### src/rtl/reg64_byte_unloader_if.sv
// Byte-wide valid/ready stream carrying one captured word, least or most significant byte first.
interface reg64_byte_unloader_if;
    logic [7:0] dout;
    logic       dvalid;
    logic       dready;
    logic       last;

    modport master (output dout, output dvalid, output last, input dready);
    modport slave  (input dout, input dvalid, input last, output dready);
endinterface

### src/rtl/reg64_byte_unloader.sv
// Captures a K-bit register bank word on load and streams it out one byte per valid/ready
// transfer, counting fully transmitted words.
module reg64_byte_unloader #(
    parameter int unsigned K         = 64,
    parameter int unsigned MSB_FIRST = 0,
    parameter int unsigned CW        = 16
) (
    input  logic                  clk,
    input  logic                  rst_n,
    input  logic [K-1:0]          d,
    input  logic                  load,
    input  logic                  abort,
    output logic                  ready,
    output logic [CW-1:0]         word_cnt,
    reg64_byte_unloader_if.master bus
);

    localparam int unsigned N  = K / 8;
    localparam int unsigned IW = (N > 1) ? $clog2(N) : 1;
    localparam logic [IW-1:0] LastIdx = IW'(N - 1);

    typedef enum logic [0:0] {StIdle, StSend} state_e;

    state_e          state_q, state_d;
    logic [K-1:0]    shadow_q, shadow_d;
    logic [IW-1:0]   idx_q, idx_d;
    logic [CW-1:0]   cnt_q, cnt_d;
    logic [IW-1:0]   sel;

    always_ff @(posedge clk or negedge rst_n) begin
        if (!rst_n) begin
            state_q  <= StIdle;
            shadow_q <= '0;
            idx_q    <= '0;
            cnt_q    <= '0;
        end else begin
            state_q  <= state_d;
            shadow_q <= shadow_d;
            idx_q    <= idx_d;
            cnt_q    <= cnt_d;
        end
    end

    // Byte lane depends only on registered index, so nothing here sees dready.
    always_comb begin
        sel = (MSB_FIRST != 0) ? (LastIdx - idx_q) : idx_q;
    end

    always_comb begin
        state_d    = state_q;
        shadow_d   = shadow_q;
        idx_d      = idx_q;
        cnt_d      = cnt_q;
        ready      = 1'b0;
        bus.dvalid = 1'b0;
        bus.dout   = 8'h00;
        bus.last   = 1'b0;

        unique case (state_q)
            StIdle: begin
                ready = 1'b1;
                if (load) begin
                    shadow_d = d;
                    idx_d    = '0;
                    state_d  = StSend;
                end
            end
            StSend: begin
                bus.dvalid = 1'b1;
                bus.dout   = shadow_q[{sel, 3'b000} +: 8];
                bus.last   = (idx_q == LastIdx);
                // Abort wins even over the final transfer, so a cancelled word is never counted.
                if (abort) begin
                    state_d = StIdle;
                    idx_d   = '0;
                end else if (bus.dready) begin
                    if (idx_q == LastIdx) begin
                        state_d = StIdle;
                        idx_d   = '0;
                        cnt_d   = cnt_q + CW'(1);
                    end else begin
                        idx_d = idx_q + IW'(1);
                    end
                end
            end
            default: state_d = StIdle;
        endcase
    end

    assign word_cnt = cnt_q;

endmodule
### src/flat_wrapper.sv
// flat-port wrapper written by rule: the top's interface ports become plain ports
module reg64_byte_unloader_flat 
#(
    parameter int unsigned K         = 64,
    parameter int unsigned MSB_FIRST = 0,
    parameter int unsigned CW        = 16
)
  (clk, rst_n, d, load, abort, ready, word_cnt, bus_dout, bus_dvalid, bus_last, bus_dready);
  reg64_byte_unloader_if bus_i ();
  input  logic clk;
  input  logic rst_n;
  input  logic [K-1:0] d;
  input  logic load;
  input  logic abort;
  output logic ready;
  output logic [CW-1:0] word_cnt;
  output wire logic [$bits(bus_i.dout)-1:0] bus_dout;
  output wire logic [$bits(bus_i.dvalid)-1:0] bus_dvalid;
  output wire logic [$bits(bus_i.last)-1:0] bus_last;
  input wire logic [$bits(bus_i.dready)-1:0] bus_dready;
  assign bus_dout = bus_i.dout;
  assign bus_dvalid = bus_i.dvalid;
  assign bus_last = bus_i.last;
  assign bus_i.dready = bus_dready;
  reg64_byte_unloader #(.K(K), .MSB_FIRST(MSB_FIRST), .CW(CW)) u_core (.clk(clk), .rst_n(rst_n), .d(d), .load(load), .abort(abort), .ready(ready), .word_cnt(word_cnt), .bus(bus_i));
endmodule
### config.mk
export PLATFORM = sky130hd
export DESIGN_NAME = reg64_byte_unloader_flat
export DESIGN_NICKNAME = d
export VERILOG_FILES = /design/src/rtl/reg64_byte_unloader_if.sv /design/src/rtl/reg64_byte_unloader.sv /design/src/flat_wrapper.sv
export SDC_FILE = /design/constraint.sdc
export NUM_CORES = 1
export LEC_CHECK = 0
export BUFFER_PORTS_ARGS = -buffer_cell sky130_fd_sc_hd__buf_2
export CAP_MARGIN = 5
export CORE_ASPECT_RATIO = 0.6
export CORE_MARGIN = 8
export CORE_UTILIZATION = 59
export CTS_BUF_LIST = sky130_fd_sc_hd__clkbuf_4
export DETAILED_ROUTE_END_ITERATION = 10
export GPL_ROUTABILITY_DRIVEN = 0
export PLACE_DENSITY = 0.93
export SYNTH_ARGS = -nofsm -noshare
export SYNTH_HDL_FRONTEND = slang
export SYNTH_SLANG_ARGS = --single-unit
### constraint.sdc
create_clock -name clk -period 2.4 [get_ports clk]
set_input_delay 0.12 -clock clk [delete_from_list [all_inputs] [get_ports clk]]
set_output_delay 0.12 -clock clk [all_outputs]
set_load 0.02 [all_outputs]
Word-level counts from Yosys, hierarchy flattened
Cells that the tools add are included.
W data, S select, Z words.
{"block": "op_classes", "n_addsub": 2, "eq_ne": 3, "shift": 1, "mux": 14, "n_bitwise": 2, "reduce_logical": 3}
{"op": "$shiftx A64 B7 Y8", "n": 1}
{"op": "$add A16 B1 Y16 const B", "n": 1}
{"op": "$mux W3", "n": 4}
{"op": "$mux W8", "n": 1}
{"op": "$mux W1", "n": 7}
{"op": "$pmux W3 S2", "n": 1}
{"op": "$reduce_and A2 Y1", "n": 2}
{"op": "$reduce_and A4 Y1", "n": 1}
{"op": "$add A3 B1 Y3 const B", "n": 1}
{"op": "$eq A3 B3 Y1 const B", "n": 1}
{"op": "$ne A3 B3 Y1 const B", "n": 1}
{"op": "$ne A2 B2 Y1 const B", "n": 1}
{"op": "$not A1 Y1", "n": 2}
{"op": "$pmux W1 S2", "n": 1}
{"block": "word_totals", "reg_bits": 84, "input_bits": 69, "output_inout_bits": 27}

Longest topological paths before layout
Gate-level depths: netlist of the first run.
{"block": "logic_depth", "ltp_word": 5, "depth_mapped": 7, "mapped_depth_nobuf": 6}

Least setup slack after synthesis of the first run
No wires, ideal clock.
{"block": "synth_path", "path_kind": "reg2out", "startpoint": "register u_core.idx_q[2]", "endpoint": "output port bus_dout[6]", "arrival_ns": 1.654, "slack_ns": 0.626, "path_stages_with_launch": 5, "n_path_buf": 1, "path_cell_list": "dfrtp_1 buf_4 mux4_2 nor2_1 a2111oi_1"}
{"block": "synth_via", "elab_chain_len": 2}
{"item": "start, declared", "line_no": "reg64_byte_unloader.sv:26", "source": "logic [IW-1:0] idx_q, idx_d;"}
{"item": "start signal, assigned", "line_no": "reg64_byte_unloader.sv:39", "source": "idx_q <= idx_d;"}
{"item": "$shiftx A64 B7 Y8", "line_no": "reg64_byte_unloader.sv:70", "source": "bus.dout = shadow_q[{sel, 3'b000} +: 8];"}
{"item": "$mux W8", "line_no": "reg64_byte_unloader.sv:59", "source": "unique case (state_q)"}
{"item": "end, declared", "line_no": "flat_wrapper.sv:17", "source": "output wire logic [$bits(bus_i.dout)-1:0] bus_dout;"}
No other way between the ends.

Final worst setup path of the first run
{"block": "layout_path", "startpoint": "register u_core.idx_q[2]", "endpoint": "output port bus_dout[2]"}
The elaborated chain is that of the path after synthesis.

==> metrics.txt, run 1 <==
Die X 121 µm; CTS Buffer Depth 2; WL final 9960 µm; Hold Crit Class input pin to flip-flop; Ant. Diodes 0; DRC viols 0; power density over the cells 670 nW/µm²; initial antenna violation count 0; slowest CP cell dfrtp_1; DR pass1 iterations 4; Critical Path Start u_core.idx_q[2]; switching pwr 0.984 mW; aggregate global routing overflow 0; Non-Filler Instances 542; initial DRC count 133; CTS sink cnt 84; syn avg cell area 13.8 µm²; area grow syn2layout 35.1%; die height 79.1 µm; Place WS 421 ps; GRT met2 Usage 0.357; CTS tree done; slowest stage delay, CP 380 ps; boundary pin count 96; Final setup viols 0; total vias in the final route 2857; # port buffers 95; global-route wire length before repair 16300 µm; Buf/Inv on CP 2; Worst-Skew Late Latency 420 ps; commonest non-fill, non-tap cell in the layout buf_2; post-synth top area share 0.537; Crit. End Element primary output; final worst slack 211 ps; layout cells sized above 1 0.451; Yosys top cell by area dfrtp_1; clock skew 11.4 ps; WS Path Type flip-flop to primary output; Post-synth EDFFs 0; Flop pwr share 0.508; Seq/Total Area, Yosys 0.537; combinational group share of total power 0.231; placed instance area 4460 µm²; Clock Tree Root clkbuf_4; Max-cap violations 0; Crit path required time 2280 ps; depth of the worst register-to-register path 6; Sum Neg Setup Slack 0 ps; met1 GRT Util 0.261; CP top delay family compound AO/OA/AOI/OAI gates; Nets 522; vias in the first global route 3225; post-synthesis net count 356; starting density of the core 0.597; Worst path depth 5; cts repair resizes 0; most frequent cells in the layout buf_2, dfrtp_1, mux2_2; WL per Instance 18.4 µm; site row count 23; Sw Ratio 0.278; post-synthesis register bit count 84; largest cells by area after synthesis dfrtp_1, mux2_2, a211oi_1; Global Route Usage Sum 0.216; area of the core 6560 µm²; number of distinct library cells after synthesis 34; H-tree Lvls 3; RSZ-0062 raised after global routing false; via density per instance 5.27; Slew Viols, Final 0; Detail Placement HPWL 6790 µm; Primary FF master, synth dfrtp_1; worst r2r src u_core.idx_q[0]; fin crit share 0.912; Critical Path Fanout Max 15; GRT busiest layer met2; Die ar. 9590 µm²; Worst R2R Setup Slack 410 ps; Mapped Cells 284; CP startpoint kind flip-flop; leakage 2.42 nW; min cycle time layout 2190 ps; Data arrival, critical path 2070 ps; final instance area 5290 µm²; launch point of the worst hold path bus_dready; Pwr Total 3.54 mW; final hold viol count 0; worst vdd ir 0.000413 V; P_int 2.56 mW; worst hold path cell count 3; ANT nets after route 0; largest net degree at the start of global routing 45; worst-path cell chain buf_4, mux2_2, o221ai_1, a211oi_1, buf_2; M3 GR Usage 0.0757; Worst-Margin Slew 587 ps; Syn Std Cell Area 3920 µm²; Clock power frac 0.261; maximum clock rate 0.457 GHz; relative slew slack 0.607; cts bufs inserted 9; placed cell count 460; synth warn 0; Reg clk slew, reported paths 130 ps; Synth async-reset ratio 1.00; status finished, final reports clean
==> registers in the layout, indices dropped and copies added (netlist names) <==
signal and cells:
u_core.state_q 1, u_core.word_cnt 16, u_core.idx_q 3, u_core.shadow_q 64
==> synthesized netlist by cell type, types with 4 or more instances <==
| library cell | number |
|---|---|
| o221ai_1 | 7 |
| nand4_1 | 4 |
| mux2i_1 | 11 |
| buf_6 | 6 |
| dfrtp_1 | 84 |
| nor2b_1 | 8 |
| nor2_1 | 9 |
| xor2_1 | 8 |
| inv_1 | 7 |
| a211oi_1 | 15 |
| buf_2 | 4 |
| mux2_2 | 79 |
| xnor2_1 | 7 |
| nand2_1 | 7 |
==> kinds of logic (layout without fill, tap and decap cells) <==
| family | Yosys count | in the layout | synth area share |
|---|---|---|---|
| mux | 91 | 91 | 0.261 |
| flops | 84 | 84 | 0.537 |
| fa+ha+maj | 3 | 3 | 0.00958 |
| compound gates | 27 | 27 | 0.0549 |
| xor+xnor | 15 | 15 | 0.0335 |
| simple gates | 43 | 43 | 0.0687 |
| buf+inv | 21 | 192 | 0.0358 |
==> routing by layer <==
| metal | part of all wire | routed length (µm) |
|---|---|---|
| met5 | 0 | 0 |
| met4 | 0.015 | 146 |
| met3 | 0.068 | 677 |
| met2 | 0.49 | 4910 |
| met1 | 0.42 | 4230 |
==> worst reg2reg max path, cell delays in order, from the launching register on <==
cell     delay (ps)
dfrtp_1         470
ha_1            190
ha_1            210
and4b_1         480
nand3_4         160
nor3_1          260
xor2_1          170
==> cell type report <==
class,count,area [µm²]
Sequential cell,84,2100
Tap cell,87,109
Clock inverter,7,98.8
Multi-Input combinational cell,179,1680
Inverter,7,26.3
Timing Repair Buffer,169,1210
Fill cell,356,1270
Clock buffer,9,67.6
==> power by group through the flow <==
stage	clock network [mW]	registers, mW	logic [mW]
floorplan	0	1.78	0.514
global placement	0	1.80	0.701
detailed placement	0	1.82	0.734
CTS	0.942	1.79	0.818
global route	1.02	1.83	0.885
finish	0.924	1.80	0.818
==> final timing paths <==
path	endpoint
setup / recovery	bus_dout[2]
hold / removal	u_core.idx_q[0]
setup reg to reg	u_core.word_cnt[13]
hold reg to reg	u_core.word_cnt[15]
max in group asynchronous	u_core.word_cnt[9]
min in group asynchronous	u_core.shadow_q[5]
==> timing repair <==
action / CTS / global route
buffers inserted: 0 / 0
hold endpoints to repair: 109 / 0
hold buffers: 66 / 0
==> through the flow <==
step / util / hold slack [ps]
floorplan: - / -176
global placement: 0.680 / 135
detailed placement: 0.680 / 144
CTS: 0.806 / 75.4
global route: 0.806 / 89.8
finish: 0.806 / 93.7
No activity file was read; power rests on OpenSTA's default activity.
==> run 2, diff against run 1 <==
Settings changed: REMOVE_ABC_BUFFERS set to 1.
==> run 2 against run 1 <==
  * Cell count stayed put
  * Largest cell class unchanged
  * Utilization is 0.51 points lower
  * Global-route usage hardly changed
  * Total power is 3.4% lower
  * Hold slack worse by 4.5 ps
  * Critical path type unchanged
  * Register-to-register slack better by 20 ps
  * Sequential share of layout area is 0.28 points higher
  * Non-clock buffer count stayed put
  * Flip-flop and latch count stayed put
  * Via count is 2.0% higher
  * Routed wire length is 1.6% lower
==> metrics.txt, run 2 (synthesis results as in run 1) <==
status finished, final reports clean; DR pass1 iterations 4; Sum Neg Setup Slack 0 ps; vias in the first global route 3247; Non-Filler Instances 542; max reg flops 64; Final setup viols 0; post-layout util 0.801; leakage 2.40 nW; Nets 522; CTS tree done; CTS Buffer Depth 2; Met3 Wirelength 513 µm; Worst-Margin Slew 694 ps; worst hold path cell count 3; ANT nets after route 0; fillers 385; Post-CTS Setup Bufs 0; Place WS 450 ps; Clock Tree Root clkbuf_4; cts bufs inserted 9; WL final 9810 µm; Max-cap violations 0; Global Route Usage Sum 0.216; WS Path Type flip-flop to primary output; Worst-Skew Late Latency 430 ps; placed cell count 460; Crit. End Element primary output; largest net degree at the start of global routing 57; power density over the cells 651 nW/µm²; # port buffers 95; final hold viol count 0; DRC viols 0; Crit path required time 2280 ps; Detail Placement HPWL 6560 µm; Data arrival, critical path 2160 ps; CP startpoint kind flip-flop; Pwr Total 3.42 mW; CTS sink cnt 84; Max Used Layer met4; aggregate global routing overflow 0; Critical Path Fanout Max 12; WL per Instance 18.1 µm; WL met2 4930 µm; relative slew slack 0.538; Die ar. 9590 µm²; commonest non-fill, non-tap cell in the layout buf_2; sequential cell area 2100 µm²; Largest Register u_core.shadow_q; Die X 121 µm; initial antenna violation count 0; Ant. Diodes 0; initial DRC count 190; maximum clock rate 0.438 GHz; starting density of the core 0.597; worst vdd ir 0.000360 V; clock skew 10.1 ps; fin crit share 0.952; Reg clk slew, reported paths 120 ps; WL met1 4200 µm; multi-input logic area 1680 µm²; most frequent cells in the layout buf_2, dfrtp_1, mux2_2; boundary pin count 96; Slew Viols, Final 0; area of the core 6560 µm²; depth of the worst register-to-register path 6; H-tree Lvls 3; total vias in the final route 2914; Hold Crit Class input pin to flip-flop; via density per instance 5.38; global-route wire length before repair 16300 µm; min cycle time layout 2280 ps; area grow syn2layout 34.2%; final worst slack 115 ps; layout cells sized above 1 0.453; die height 79.1 µm; site row count 23
run 2: changes by cell type in the layout (fill, tap and decap cells not counted), sizes merged:
cell	delta
bufinv	-1
clkbuf	+3
clkinv	-1
clkinvlp	+1
inv	-2
run 2: critical path, stage by stage (launching register included):
cell and delay, ps:
dfrtp_2 540, buf_4 260, mux2_2 370, o221ai_1 290, a211oi_1 90, buf_2 180
run 2: final cells by class:
cell class	instances	share of cell area
timing repair buffer	169	0.229
tap	87	0.0207
sequential	84	0.400
multi-input combinational	179	0.319
clock inverter	4	0.00952
inverter	7	0.00500
clock buffer	12	0.0171
run 2: path summary, 6_finish.rpt:
check,startpoint,endpoint,slack [ps]
setup / recovery,u_core.idx_q[2],bus_dout[2],120
hold / removal,bus_dready,u_core.idx_q[2],90
min in group asynchronous,rst_n,u_core.word_cnt[11],250
hold reg to reg,u_core.word_cnt[15],u_core.word_cnt[15],470
setup reg to reg,u_core.idx_q[0],u_core.word_cnt[14],430
max in group asynchronous,rst_n,u_core.shadow_q[7],1470
run 2: timing repair:
| action | 4_1_cts | 5_1_grt |
|---|---|---|
| hold buffers | 66 | 0 |
| endpoints found under the hold margin | 121 | 0 |
| endpoints found under the setup margin | 0 | 3 |
| resized for setup | 0 | 1 |
run 2: power by group:
part,total [mW],switching [mW],internal [mW]
Clock,0.815,0.464,0.352
Sequential,1.81,0.143,1.66
Combinational,0.800,0.337,0.463
Total,3.42,0.944,2.48
run 2: per-stage QoR:
stage	area, µm²	hold WS, ps
after global routing	5260	75.5
after detailed placement	4450	210
after global placement	4450	204
after floorplan	3800	-176
final	5260	89.2
after CTS	5250	66.3
run 2: per-layer routing:
layer | global-route usage | vias to the layer above
met5 | 0 | -
met4 | 0.0673 | 0
met3 | 0.0672 | 17
met2 | 0.372 | 92
met1 | 0.255 | 1437
li1 | - | 1368
